==> src/rtl/spi_master_cmd_sequencer_if.sv <==
// ---------------------------------------------------------------------------
// spi_master_cmd_sequencer_if
//   Bundles the handshake signals of spi_master_cmd_sequencer:
//     command stream  : i_cmd_valid / o_cmd_ready / i_cmd_data
//     response stream : o_rsp_valid / i_rsp_ready / o_rsp_data (show-ahead)
//     SPI_Master side : o_SPI_Send_Sync / o_SPI_Send_Data / i_SPI_Send_Over_ack /
//                       i_SPI_Receive_Sync / i_SPI_Receive_Data
//   Modports:
//     master : the sequencer itself
//     slave  : everything around it (system side plus SPI_Master)
// ---------------------------------------------------------------------------
interface spi_master_cmd_sequencer_if #(
   parameter int TRAN_WIDTH = 8
);
   logic                  i_cmd_valid;
   logic                  o_cmd_ready;
   logic [TRAN_WIDTH-1:0] i_cmd_data;

   logic                  o_rsp_valid;
   logic                  i_rsp_ready;
   logic [TRAN_WIDTH-1:0] o_rsp_data;

   logic                  o_SPI_Send_Sync;
   logic [31:0]           o_SPI_Send_Data;
   logic                  i_SPI_Send_Over_ack;
   logic                  i_SPI_Receive_Sync;
   logic [TRAN_WIDTH-1:0] i_SPI_Receive_Data;

   modport master (
      input  i_cmd_valid, i_cmd_data, i_rsp_ready,
             i_SPI_Send_Over_ack, i_SPI_Receive_Sync, i_SPI_Receive_Data,
      output o_cmd_ready, o_rsp_valid, o_rsp_data,
             o_SPI_Send_Sync, o_SPI_Send_Data
   );

   modport slave (
      output i_cmd_valid, i_cmd_data, i_rsp_ready,
             i_SPI_Send_Over_ack, i_SPI_Receive_Sync, i_SPI_Receive_Data,
      input  o_cmd_ready, o_rsp_valid, o_rsp_data,
             o_SPI_Send_Sync, o_SPI_Send_Data
   );
endinterface

==> src/rtl/spi_master_cmd_sequencer.sv <==
// ---------------------------------------------------------------------------
// spi_master_cmd_sequencer
//   Upstream feeder for one SPI_Master. Command words are queued in a command
//   FIFO and issued one at a time on the Send_Sync/Send_Over_ack handshake;
//   every received word is captured into a response FIFO. An idle gap is
//   enforced between transfers; lost responses and hung transfers are flagged.
//
// Ports
//   c_clk_100m      : system clock
//   i_rst_n         : asynchronous reset, active low
//   bus (master)    : command / response streams and SPI_Master handshake
//   i_clear_err     : synchronous clear of the sticky flags
//   o_busy          : FSM not in IDLE (registered)
//   o_rsp_overflow  : sticky, a received word was dropped (response FIFO full)
//   o_timeout       : sticky, ack not seen within TIMEOUT_CYCLES
//
// Build option
//   SPI_SEQ_TIMEOUT_EN : when defined, WAIT_ACK is bounded by TIMEOUT_CYCLES;
//                        when undefined, WAIT_ACK waits forever and o_timeout=0.
// ---------------------------------------------------------------------------
module spi_master_cmd_sequencer #(
   parameter int TRAN_WIDTH     = 8,
   parameter int CMD_DEPTH      = 8,
   parameter int RSP_DEPTH      = 8,
   parameter int GAP_CYCLES     = 4,
   parameter int TIMEOUT_CYCLES = 4096
) (
   input  logic                        c_clk_100m,
   input  logic                        i_rst_n,
   spi_master_cmd_sequencer_if.master  bus,
   input  logic                        i_clear_err,
   output logic                        o_busy,
   output logic                        o_rsp_overflow,
   output logic                        o_timeout
);

   localparam int CMD_AW = $clog2(CMD_DEPTH);
   localparam int CMD_CW = CMD_AW + 1;
   localparam int RSP_AW = $clog2(RSP_DEPTH);
   localparam int RSP_CW = RSP_AW + 1;
   localparam int GAP_W  = $clog2(GAP_CYCLES + 1);

   localparam logic [CMD_CW-1:0] CMD_FULL = CMD_CW'(CMD_DEPTH);
   localparam logic [RSP_CW-1:0] RSP_FULL = RSP_CW'(RSP_DEPTH);
   localparam logic [GAP_W-1:0]  GAP_LAST = GAP_W'(GAP_CYCLES - 1);

   typedef enum logic [1:0] {
      IDLE,
      SEND,
      WAIT_ACK,
      GAP
   } state_t;

   // ------------------------------------------------------------------------
   // State
   // ------------------------------------------------------------------------
   state_t              state_q,      state_d;
   logic                sync_q,       sync_d;
   logic [31:0]         send_data_q,  send_data_d;
   logic                busy_q,       busy_d;
   logic [GAP_W-1:0]    gap_cnt_q,    gap_cnt_d;
   logic                overflow_q,   overflow_d;

   logic [CMD_AW-1:0]   cmd_wr_ptr_q, cmd_wr_ptr_d;
   logic [CMD_AW-1:0]   cmd_rd_ptr_q, cmd_rd_ptr_d;
   logic [CMD_CW-1:0]   cmd_cnt_q,    cmd_cnt_d;
   logic [RSP_AW-1:0]   rsp_wr_ptr_q, rsp_wr_ptr_d;
   logic [RSP_AW-1:0]   rsp_rd_ptr_q, rsp_rd_ptr_d;
   logic [RSP_CW-1:0]   rsp_cnt_q,    rsp_cnt_d;

`ifdef SPI_SEQ_TIMEOUT_EN
   localparam int                TMO_W    = $clog2(TIMEOUT_CYCLES + 1);
   localparam logic [TMO_W-1:0]  TMO_LAST = TMO_W'(TIMEOUT_CYCLES - 1);
   logic [TMO_W-1:0]    tmo_cnt_q,    tmo_cnt_d;
   logic                timeout_q,    timeout_d;
   logic                timeout_set;
`endif

   logic [TRAN_WIDTH-1:0] cmd_mem [CMD_DEPTH];
   logic [TRAN_WIDTH-1:0] rsp_mem [RSP_DEPTH];

   logic cmd_push, cmd_pop, cmd_full, cmd_empty;
   logic rsp_push, rsp_pop, rsp_full, rsp_empty;
   logic start_ok, overflow_set;

   // ------------------------------------------------------------------------
   // FIFO status and handshakes
   // ------------------------------------------------------------------------
   assign cmd_full  = (cmd_cnt_q == CMD_FULL);
   assign cmd_empty = (cmd_cnt_q == '0);
   assign rsp_full  = (rsp_cnt_q == RSP_FULL);
   assign rsp_empty = (rsp_cnt_q == '0);

   assign cmd_push  = bus.i_cmd_valid & ~cmd_full;
   assign rsp_pop   = ~rsp_empty & bus.i_rsp_ready;
   // A full FIFO still accepts a word when the head leaves in the same cycle.
   assign rsp_push     = bus.i_SPI_Receive_Sync & (~rsp_full | rsp_pop);
   assign overflow_set = bus.i_SPI_Receive_Sync & rsp_full & ~rsp_pop;

   // A transfer is only started when its response is guaranteed a slot.
   assign start_ok  = ~cmd_empty & ~rsp_full;

   // ------------------------------------------------------------------------
   // Next-state logic
   // ------------------------------------------------------------------------
   always_comb begin
      // NOTE: every *_d gets its hold value first, so no path through the
      // case statement can leave a signal unassigned and infer a latch.
      state_d     = state_q;
      sync_d      = sync_q;
      send_data_d = send_data_q;
      gap_cnt_d   = gap_cnt_q;
      cmd_pop     = 1'b0;
`ifdef SPI_SEQ_TIMEOUT_EN
      tmo_cnt_d   = tmo_cnt_q;
      timeout_set = 1'b0;
`endif

      unique case (state_q)
         IDLE: begin
            if (start_ok) begin
               state_d     = SEND;
               cmd_pop     = 1'b1;
               send_data_d = 32'(cmd_mem[cmd_rd_ptr_q]);
            end
         end

         SEND: begin
            // Sync is registered, so it becomes visible as WAIT_ACK starts.
            state_d   = WAIT_ACK;
            sync_d    = 1'b1;
`ifdef SPI_SEQ_TIMEOUT_EN
            tmo_cnt_d = '0;
`endif
         end

         WAIT_ACK: begin
            if (bus.i_SPI_Send_Over_ack) begin
               state_d   = GAP;
               sync_d    = 1'b0;
               gap_cnt_d = '0;
            end
`ifdef SPI_SEQ_TIMEOUT_EN
            else if (tmo_cnt_q == TMO_LAST) begin
               // Command is consumed; no retry.
               state_d     = GAP;
               sync_d      = 1'b0;
               gap_cnt_d   = '0;
               timeout_set = 1'b1;
            end else begin
               tmo_cnt_d = tmo_cnt_q + 1'b1;
            end
`endif
         end

         GAP: begin
            if (gap_cnt_q == GAP_LAST) begin
               // The IDLE decision is folded into the last gap clock so that
               // back-to-back transfers see Sync low for GAP_CYCLES+1 clocks
               // (GAP_CYCLES in GAP plus the SEND clock).
               if (start_ok) begin
                  state_d     = SEND;
                  cmd_pop     = 1'b1;
                  send_data_d = 32'(cmd_mem[cmd_rd_ptr_q]);
               end else begin
                  state_d = IDLE;
               end
            end else begin
               gap_cnt_d = gap_cnt_q + 1'b1;
            end
         end

         default: state_d = IDLE;
      endcase

      busy_d = (state_d != IDLE);

      cmd_wr_ptr_d = cmd_wr_ptr_q + CMD_AW'(cmd_push);
      cmd_rd_ptr_d = cmd_rd_ptr_q + CMD_AW'(cmd_pop);
      cmd_cnt_d    = cmd_cnt_q + CMD_CW'(cmd_push) - CMD_CW'(cmd_pop);

      rsp_wr_ptr_d = rsp_wr_ptr_q + RSP_AW'(rsp_push);
      rsp_rd_ptr_d = rsp_rd_ptr_q + RSP_AW'(rsp_pop);
      rsp_cnt_d    = rsp_cnt_q + RSP_CW'(rsp_push) - RSP_CW'(rsp_pop);

      // Sticky flags: a set event in the clearing cycle wins.
      overflow_d = (overflow_q & ~i_clear_err) | overflow_set;
`ifdef SPI_SEQ_TIMEOUT_EN
      timeout_d  = (timeout_q & ~i_clear_err) | timeout_set;
`endif
   end

   // ------------------------------------------------------------------------
   // Control registers
   // ------------------------------------------------------------------------
   // NOTE: sequential state uses non-blocking assignments only, so every flop
   // samples the pre-edge values no matter how the blocks are ordered.
   always_ff @(posedge c_clk_100m or negedge i_rst_n) begin
      if (!i_rst_n) begin
         state_q      <= IDLE;
         sync_q       <= 1'b0;
         send_data_q  <= '0;
         busy_q       <= 1'b0;
         gap_cnt_q    <= '0;
         overflow_q   <= 1'b0;
         cmd_wr_ptr_q <= '0;
         cmd_rd_ptr_q <= '0;
         cmd_cnt_q    <= '0;
         rsp_wr_ptr_q <= '0;
         rsp_rd_ptr_q <= '0;
         rsp_cnt_q    <= '0;
`ifdef SPI_SEQ_TIMEOUT_EN
         tmo_cnt_q    <= '0;
         timeout_q    <= 1'b0;
`endif
      end else begin
         state_q      <= state_d;
         sync_q       <= sync_d;
         send_data_q  <= send_data_d;
         busy_q       <= busy_d;
         gap_cnt_q    <= gap_cnt_d;
         overflow_q   <= overflow_d;
         cmd_wr_ptr_q <= cmd_wr_ptr_d;
         cmd_rd_ptr_q <= cmd_rd_ptr_d;
         cmd_cnt_q    <= cmd_cnt_d;
         rsp_wr_ptr_q <= rsp_wr_ptr_d;
         rsp_rd_ptr_q <= rsp_rd_ptr_d;
         rsp_cnt_q    <= rsp_cnt_d;
`ifdef SPI_SEQ_TIMEOUT_EN
         tmo_cnt_q    <= tmo_cnt_d;
         timeout_q    <= timeout_d;
`endif
      end
   end

   // ------------------------------------------------------------------------
   // FIFO storage
   // ------------------------------------------------------------------------
   // NOTE: the storage arrays have no reset; the reset pointers and counts
   // already mark every entry invalid, and resettable arrays cannot map to RAM.
   always_ff @(posedge c_clk_100m) begin
      if (cmd_push) cmd_mem[cmd_wr_ptr_q] <= bus.i_cmd_data;
      if (rsp_push) rsp_mem[rsp_wr_ptr_q] <= bus.i_SPI_Receive_Data;
   end

   // ------------------------------------------------------------------------
   // Outputs
   // ------------------------------------------------------------------------
   assign bus.o_cmd_ready     = ~cmd_full;
   assign bus.o_rsp_valid     = ~rsp_empty;
   assign bus.o_rsp_data      = rsp_mem[rsp_rd_ptr_q];
   assign bus.o_SPI_Send_Sync = sync_q;
   assign bus.o_SPI_Send_Data = send_data_q;
   assign o_busy              = busy_q;
   assign o_rsp_overflow      = overflow_q;

`ifdef SPI_SEQ_TIMEOUT_EN
   assign o_timeout = timeout_q;
`else
   // Timeout hardware is compiled out; the parameter is still consumed so
   // both builds keep an identical parameter list.
   logic unused_timeout_cfg;
   assign unused_timeout_cfg = (TIMEOUT_CYCLES > 0);
   assign o_timeout          = 1'b0;
`endif

endmodule
==> src/flat_wrapper.sv <==
// flat-port wrapper written by rule: the top's interface ports become plain ports
module spi_master_cmd_sequencer_flat 
#(
   parameter int TRAN_WIDTH     = 8,
   parameter int CMD_DEPTH      = 8,
   parameter int RSP_DEPTH      = 8,
   parameter int GAP_CYCLES     = 4,
   parameter int TIMEOUT_CYCLES = 4096
)
  (c_clk_100m, i_rst_n, i_clear_err, o_busy, o_rsp_overflow, o_timeout, bus_i_cmd_valid, bus_i_cmd_data, bus_i_rsp_ready, bus_i_SPI_Send_Over_ack, bus_i_SPI_Receive_Sync, bus_i_SPI_Receive_Data, bus_o_cmd_ready, bus_o_rsp_valid, bus_o_rsp_data, bus_o_SPI_Send_Sync, bus_o_SPI_Send_Data);
  spi_master_cmd_sequencer_if #(.TRAN_WIDTH(TRAN_WIDTH)) bus_i ();
  input  logic c_clk_100m;
  input  logic i_rst_n;
  input  logic i_clear_err;
  output logic o_busy;
  output logic o_rsp_overflow;
  output logic o_timeout;
  input wire logic [$bits(bus_i.i_cmd_valid)-1:0] bus_i_cmd_valid;
  input wire logic [$bits(bus_i.i_cmd_data)-1:0] bus_i_cmd_data;
  input wire logic [$bits(bus_i.i_rsp_ready)-1:0] bus_i_rsp_ready;
  input wire logic [$bits(bus_i.i_SPI_Send_Over_ack)-1:0] bus_i_SPI_Send_Over_ack;
  input wire logic [$bits(bus_i.i_SPI_Receive_Sync)-1:0] bus_i_SPI_Receive_Sync;
  input wire logic [$bits(bus_i.i_SPI_Receive_Data)-1:0] bus_i_SPI_Receive_Data;
  output wire logic [$bits(bus_i.o_cmd_ready)-1:0] bus_o_cmd_ready;
  output wire logic [$bits(bus_i.o_rsp_valid)-1:0] bus_o_rsp_valid;
  output wire logic [$bits(bus_i.o_rsp_data)-1:0] bus_o_rsp_data;
  output wire logic [$bits(bus_i.o_SPI_Send_Sync)-1:0] bus_o_SPI_Send_Sync;
  output wire logic [$bits(bus_i.o_SPI_Send_Data)-1:0] bus_o_SPI_Send_Data;
  assign bus_i.i_cmd_valid = bus_i_cmd_valid;
  assign bus_i.i_cmd_data = bus_i_cmd_data;
  assign bus_i.i_rsp_ready = bus_i_rsp_ready;
  assign bus_i.i_SPI_Send_Over_ack = bus_i_SPI_Send_Over_ack;
  assign bus_i.i_SPI_Receive_Sync = bus_i_SPI_Receive_Sync;
  assign bus_i.i_SPI_Receive_Data = bus_i_SPI_Receive_Data;
  assign bus_o_cmd_ready = bus_i.o_cmd_ready;
  assign bus_o_rsp_valid = bus_i.o_rsp_valid;
  assign bus_o_rsp_data = bus_i.o_rsp_data;
  assign bus_o_SPI_Send_Sync = bus_i.o_SPI_Send_Sync;
  assign bus_o_SPI_Send_Data = bus_i.o_SPI_Send_Data;
  spi_master_cmd_sequencer #(.TRAN_WIDTH(TRAN_WIDTH), .CMD_DEPTH(CMD_DEPTH), .RSP_DEPTH(RSP_DEPTH), .GAP_CYCLES(GAP_CYCLES), .TIMEOUT_CYCLES(TIMEOUT_CYCLES)) u_core (.c_clk_100m(c_clk_100m), .i_rst_n(i_rst_n), .bus(bus_i), .i_clear_err(i_clear_err), .o_busy(o_busy), .o_rsp_overflow(o_rsp_overflow), .o_timeout(o_timeout));
endmodule
==> config.mk <==
export PLATFORM = sky130hd
export DESIGN_NAME = spi_master_cmd_sequencer_flat
export DESIGN_NICKNAME = d
export VERILOG_FILES = /design/src/rtl/spi_master_cmd_sequencer_if.sv /design/src/rtl/spi_master_cmd_sequencer.sv /design/src/flat_wrapper.sv
export SDC_FILE = /design/constraint.sdc
export NUM_CORES = 1
export LEC_CHECK = 0
export BUFFER_PORTS_ARGS = -buffer_cell sky130_fd_sc_hd__buf_4
export CORE_ASPECT_RATIO = 1.1
export CORE_MARGIN = 10
export CORE_UTILIZATION = 60
export CTS_BUF_LIST = sky130_fd_sc_hd__clkbuf_4 sky130_fd_sc_hd__clkbuf_8
export CTS_CLUSTER_DIAMETER = 50
export DETAILED_ROUTE_END_ITERATION = 12
export PLACE_DENSITY_LB_ADDON = 0.2
export SYNTH_ARGS = -nofsm -noshare
export SYNTH_HDL_FRONTEND = slang
export SYNTH_SLANG_ARGS = --single-unit
==> constraint.sdc <==
create_clock -name c_clk_100m -period 2.8 [get_ports c_clk_100m]
set_input_delay 0.14 -clock c_clk_100m [delete_from_list [all_inputs] [get_ports c_clk_100m]]
set_output_delay 0.14 -clock c_clk_100m [all_outputs]
set_load 0.01 [all_outputs]
# Word level (Yosys, flattened, before mapping)
# Memory sizes are Yosys's and may differ from the RTL's.
# Cells that the tools add are included.
# word_totals
mem_count	2
ff_bits	60
elab_cells	77
mem_bits_ro	0
latchBits	0
in_bits	23
out_inout_bits	46
ram_bits	128
# op_classes
multipliers	0
n_div	0
n_lt_le_gt_ge	0
reduce_logical	10
eq_ne	9
n_bitwise	15
n_addsub	9
shift	0
mux	20
# memory_table
memory	words	width	rd	rd_clocked_by_memory_dff	write_ports	line	rtl
u_core.cmd_mem	8	8	1	0	1	spi_master_cmd_sequencer.sv:79	logic [TRAN_WIDTH-1:0] cmd_mem [CMD_DEPTH];
u_core.rsp_mem	8	8	1	0	1	spi_master_cmd_sequencer.sv:80	logic [TRAN_WIDTH-1:0] rsp_mem [RSP_DEPTH];
# ops
cell	n
two-way mux 32 bit	2
case mux 32 bit (2 select lines)	1
adder 3 x 1 -> 3 bit	4
adder 4 x 1 -> 4 bit	2
equality test 4 bit, second input constant	2
logical NOT 4 bit	2
two-way mux 1 bit	8
case mux 2 bit (4 select lines)	1
nonzero test 2 bit	4
subtractor 4 x 1 -> 4 bit	2
bitwise AND 1 bit	7
two-way mux 2 bit	3
two-way mux 3 bit	2
inverter 1 bit	6
case mux 3 bit (2 select lines)	1
equality test 2 bit, second input constant	2
!= test 2 bit, second input constant	2
case mux 1 bit (2 select lines)	2
AND reduction 2 bit	2
adder 3 x 1 -> 3 bit, second input constant	1
equality test 3 x 2 -> 1 bit, second input constant	1
AND reduction 3 bit	1
equality test 2 x 1 -> 1 bit, second input constant	1
logical NOT 2 bit	1
2 further kinds	3

# Depth between registers and ports, before layout
# depth
word_depth	7
ltp_mapped	11
mapped_depth_nobuf	10

# Worst setup path after synthesis
# No wires, ideal clock.
# synth_timing
path_type	register -> register
start	register u_core.gap_cnt_q[0]
end	register u_core.cmd_cnt_q[2]
arrival_ns	2.192
required_ns	2.677
setup_time_ns	0.123
stages_incl_launch_ff	12
synth_period_minus_slack_ns	2.315
slack_ns	0.485
path_buffers	1
path_cell_list	dfrtp_1 > ha_1 > ha_1 > clkbuf_1 > a21oi_1 > nor3_1 > ha_1 > inv_1 > ha_1 > inv_1 > fa_1 > xnor2_1
# synth_via
elab_chain_len	4
# synth_lines
item	line	rtl
start, declared	spi_master_cmd_sequencer.sv:61	logic [GAP_W-1:0] gap_cnt_q, gap_cnt_d;
start signal, assigned	spi_master_cmd_sequencer.sv:221	gap_cnt_q <= gap_cnt_d;
equality test 3 x 2 -> 1 bit	spi_master_cmd_sequencer.sv:157	if (gap_cnt_q == GAP_LAST) begin
two-way mux 1 bit	spi_master_cmd_sequencer.sv:157	
case mux 1 bit (2 select lines)	spi_master_cmd_sequencer.sv:119	unique case (state_q)
subtractor 4 x 1 -> 4 bit	spi_master_cmd_sequencer.sv:180	cmd_cnt_d = cmd_cnt_q + CMD_CW'(cmd_push) - CMD_CW'(cmd_pop);
via u_core.cmd_cnt_d[2]	spi_master_cmd_sequencer.sv:66	logic [CMD_CW-1:0] cmd_cnt_q, cmd_cnt_d;
end signal, assigned	spi_master_cmd_sequencer.sv:225	cmd_cnt_q <= cmd_cnt_d;
end, declared	spi_master_cmd_sequencer.sv:66	
# The timed path passes the listed nets, and every way through them passes these cells.
# A chain may end at the register's enable or synchronous reset.

# Worst setup path in the final report
# layout_timing
start	register u_core.rsp_rd_ptr_q[0]
end	output port bus_o_rsp_data[2]
# layout_via
elab_chain_len	1
# layout_lines
item	line	rtl
start, declared	spi_master_cmd_sequencer.sv:68	logic [RSP_AW-1:0] rsp_rd_ptr_q, rsp_rd_ptr_d;
start signal, assigned	spi_master_cmd_sequencer.sv:227	rsp_rd_ptr_q <= rsp_rd_ptr_d;
memory (8 x 8 bit)	n/a	
end, declared	flat_wrapper.sv:26	output wire logic [$bits(bus_i.o_rsp_data)-1:0] bus_o_rsp_data;
# No other way between the ends.

==> impl.org <==
** Worst setup path
- R2R Path Start :: u_core.gap_cnt_q[0]
- Crit. End Element :: primary output
- Sum of buffers and inverters on the critical path :: 1
- The slowest stage of the critical path is the sky130_fd_sc_hd__dfrtp_1 cell.
- End of the worst register-to-register path :: u_core.cmd_cnt_q[2]
- Crit path cell chain :: mux4_1 -> mux2_2 -> buf_4
- Among cell families on the critical path, the largest total delay comes from multiplexers.
- Measured in cells, the most critical reg-to-reg path has a length of 10.
- Critical path depth :: 3
- Flop-to-flop setup slack :: 350 ps
- By startpoint and endpoint, the worst setup path is classified as register to primary output.
- STA puts the critical path data required time at 2660 ps.
- STA classifies the critical path startpoint as a register.
- Largest stage delay, worst path :: 930 ps
- At the worst endpoint, the arrival time is 2460 ps.
- Largest fanout on the critical path :: 17

** Synth
- Largest family of logic cells by synthesized area :: multiplexers
- Number of synthesized flops with an enable pin :: 128
- By area the synthesized netlist is led by sky130_fd_sc_hd__edfxtp_1 (55%), sky130_fd_sc_hd__dfrtp_1 (13%), sky130_fd_sc_hd__mux4_1 (5.6%).
- Async set-or-reset flop fraction in the synthesized netlist :: 22.0%
- Top cells by instance count after synthesis :: sky130_fd_sc_hd__edfxtp_1 (128), sky130_fd_sc_hd__dfrtp_1 (36), sky130_fd_sc_hd__ha_1 (27)
- Synthesized-area fraction occupied by ao, oa, aoi and oai cells :: 3.11%
- The synthesized design spends more area on one cell type than any other, namely sky130_fd_sc_hd__edfxtp_1.
- Share of synthesized area occupied by flip-flops and latches :: 67.8%
- Post-synthesis share of cell area spent on full adders, half adders and majority gates :: 5.40%
- Multiplexer cells account for 13.7% of the synthesized area.
- Synthesized-area fraction occupied by xor and xnor cells :: 1.00%
- Synthesis instantiated 38 different standard cells from the library.
- Yosys instantiated no cell more often than sky130_fd_sc_hd__edfxtp_1.
- After Yosys synthesis, and, or, nand and nor cells account for 3.72% of the synthesized area.
- Number of instances in the synthesized netlist :: 400
- Most instantiated flip-flop cell in the synthesis netlist :: sky130_fd_sc_hd__edfxtp_1
- Yosys printed 0 warnings.
- The synthesized netlist occupies a cell area of 0.00700 sq mm.
- Share of the synthesized area in the top cell type :: 54.9%
- Average cell area after synthesis :: 17.5 sq um
- After synthesis the netlist holds a flip-flop and latch count of 164.

** GRT
- Overflow left after global routing :: 0
- Antenna violations before repair :: 0
- The via count of the first global-routing pass came to 3809.
- Entering global routing, the biggest net connects 37 pins.
- Global-route wire length before repair :: 20.1 mm
- For this run, the total global-route usage over all layers was measured as 16.1%.

** Place
- In this run the cell area measured after placement is 0.00746 sq mm.
- Sum of net half-perimeters after detailed placement :: 8.48 mm
- Before CTS, the worst setup slack after placement is 348 ps.
- Port buffer count :: 43
- Routability cong. :: 0.808

** Clock tree
- Clock-pin transition on the worst setup and hold timing paths :: 80 ps
- Largest buffer count on any clock path :: 2
- Post-cts repair resize count :: 0
- Number of levels in the clock H-tree :: 4
- Clock latency reported for the late side of the worst-skew pair :: 440 ps
- Post-CTS Repair Setup Buffers :: 0
- CTS tree :: built
- Counting the buffers created by CTS gives 17.
- Root buffer selected by CTS :: sky130_fd_sc_hd__clkbuf_8
- Total clock sinks :: 164

** Layout
- The finished cells cover 0.00807 sq mm.
- Diodes inserted :: 0
- Layout area overhead :: 15.3%
- In the final layout, the share of cells above drive strength 1 is 23.8%.
- # nets final :: 538

** Floorplanning
- Vert. Die Dim :: 133 um
- The floorplan step set the die width to 123 um.
- Once the floorplan was initialized, standard cells occupied 61.2% of the core.
- The floorplan step defined a core boundary enclosing 0.0114 sq mm.
- The floorplan step defined a die boundary enclosing 0.0164 sq mm.
- Boundary pin count :: 69
- The initialized floorplan defines 41 standard-cell rows.

** STA
- The final-report max-slew violation count came to 0.
- Tightest Pin Transition :: 898 ps
- Summed over all failing endpoints, the final setup total negative slack is 0 ps.
- The hold violation count in the final report was 0.
- Normalized max-slew margin :: 40.2%
- Minimum hold slack :: 86.3 ps
- The worst path needs 2600 ps of the cycle, external delays included.
- Unrepaired setup endpoints after global routing :: no
- Smallest setup slack after layout :: 195 ps
- Setup skew after layout :: 12.4 ps
- Max frequency :: 0.384 GHz
- After layout, the worst path uses 93.0% of the clock period.
- Setup violations remaining at the end of the flow were counted as 0.

** Worst hold path
- Origin of the worst min-delay path :: bus_i_rsp_ready
- Hold Path Sink :: u_core.rsp_rd_ptr_q[0]
- Cell count of the worst hold path :: 3
- Hold crit path type :: primary input to register

** Route
- First-pass iteration count of the detailed router :: 4
- DRC marker count from the first detailed-route iteration :: 215
- Via count of the routed design :: 3513
- In the routed layout, each cell is associated on average with a via count of 5.41.
- Total length of routed wires :: 12.2 mm
- Average wire per standard cell :: 18.8 um
- Residual antenna-violating net count after detailed routing :: 0
- For this run, design rule violations remaining after detail routing come to 0.

** Flow run
- Reported max-cap violation count :: 0

** Power and ir drop
- Overall power :: 0.00804 W
- The analysis attributes to cell leakage a power of 3.14 nW.
- Across the VDD grid, the largest voltage drop is 487 uV.
- In this run the power density over the cells is 997 mW/mm^2.

** Run status
- Status :: completed
## through the flow
stage,util [%],cells
2_1_floorplan,-,424
3_3_place_gp,65.2,597
3_5_place_dp,65.2,597
4_1_cts,70.5,649
5_1_grt,70.5,649
6_report,70.5,649
## cell families after synthesis
family | Yosys count
flops | 164
buf+inv | 62
simple gates | 56
mux | 49
compound gates | 31
fa+ha+maj | 29
xor+xnor | 8
other cells | 1
## area by class of cell
class / count / area, sq um
flip-flops and latches: 164 / 4740
multi-input cells: 198 / 1980
clock buffers: 20 / 263
well taps: 150 / 188
inverters: 24 / 90.1
fillers: 703 / 3370
repair buffers: 81 / 658
clock inverters: 12 / 145
## cell usage in the layout (no fill, tap or decap), drive strengths merged, types with 3 or more instances in the layout
master,synthesis,routed
a21o,3,3
a21oi,11,11
a22o,4,4
buf,33,61
clkbuf,5,20
clkinv,0,3
conb,1,25
dfrtp,36,36
dlygate4sd3,0,20
edfxtp,128,128
ha,27,27
inv,24,30
mux2,8,8
mux2i,9,9
mux4,32,32
nand2,9,9
nand2b,8,8
nor2,25,25
nor3,7,7
o21ai,3,3
xor2,6,6
## power breakdown
| part | switching [W] | internal [W] | leakage (nW) |
|---|---|---|---|
| combinational | 0.00129 | 0.00141 | 1.35 |
| clock | 0.000843 | 0.000857 | 0.208 |
| sequential | 0.000458 | 0.00319 | 1.58 |
## worst max path at each step
stage | from | to | slack, ps
CTS | u_core.rsp_rd_ptr_q[0] | bus_o_rsp_data[2] | 150
global route | u_core.gap_cnt_q[0] | u_core.cmd_cnt_q[2] | 80
detailed placement | u_core.gap_cnt_q[0] | u_core.cmd_cnt_q[1] | 350
global placement | u_core.gap_cnt_q[0] | u_core.cmd_cnt_q[2] | 460
floorplan | u_core.gap_cnt_q[0] | u_core.cmd_cnt_q[2] | 490
finish | u_core.rsp_rd_ptr_q[0] | bus_o_rsp_data[2] | 200
## sequential cells by signal, indices dropped and copies added (netlist names), 2 cells and up
register and count:
u_core.cmd_wr_ptr_q 3, u_core.rsp_wr_ptr_q 3, u_core.bus.o_SPI_Send_Data 8, u_core.rsp_mem 64, u_core.rsp_cnt_q 4, u_core.cmd_rd_ptr_q 3, u_core.rsp_rd_ptr_q 3, u_core.cmd_cnt_q 4
u_core.state_q 2, u_core.cmd_mem 64, u_core.gap_cnt_q 3
## layer usage
layer | share of wire [%] | wire length (um) | global-route usage (%) | up-vias
met2 | 56 | 6820 | 28.6 | 82
met1 | 38 | 4650 | 18.0 | 1761
met3 | 4.4 | 539 | 4.06 | 17
li1 | - | - | - | 1653
met5 | 0 | 0 | 0 | -
met4 | 1.4 | 175 | 6.15 | 0
## worst reg2reg max path, stage by stage (launching register included)
cell and delay (ps):
sky130_fd_sc_hd__dfrtp_1 400, sky130_fd_sc_hd__ha_1 170, sky130_fd_sc_hd__ha_1 360, sky130_fd_sc_hd__a21oi_1 110, sky130_fd_sc_hd__nor3_1 240, sky130_fd_sc_hd__ha_1 280, sky130_fd_sc_hd__inv_1 60, sky130_fd_sc_hd__ha_1 150
sky130_fd_sc_hd__inv_1 50, sky130_fd_sc_hd__fa_1 370, sky130_fd_sc_hd__xnor2_1 140
## timing repair
item | 4_1_cts | 5_1_grt
hold buffers | 20 | 0
endpoints found under the hold margin | 166 | 0
setup endpoints to repair | 0 | 0
(Power assumes the default switching activity.)
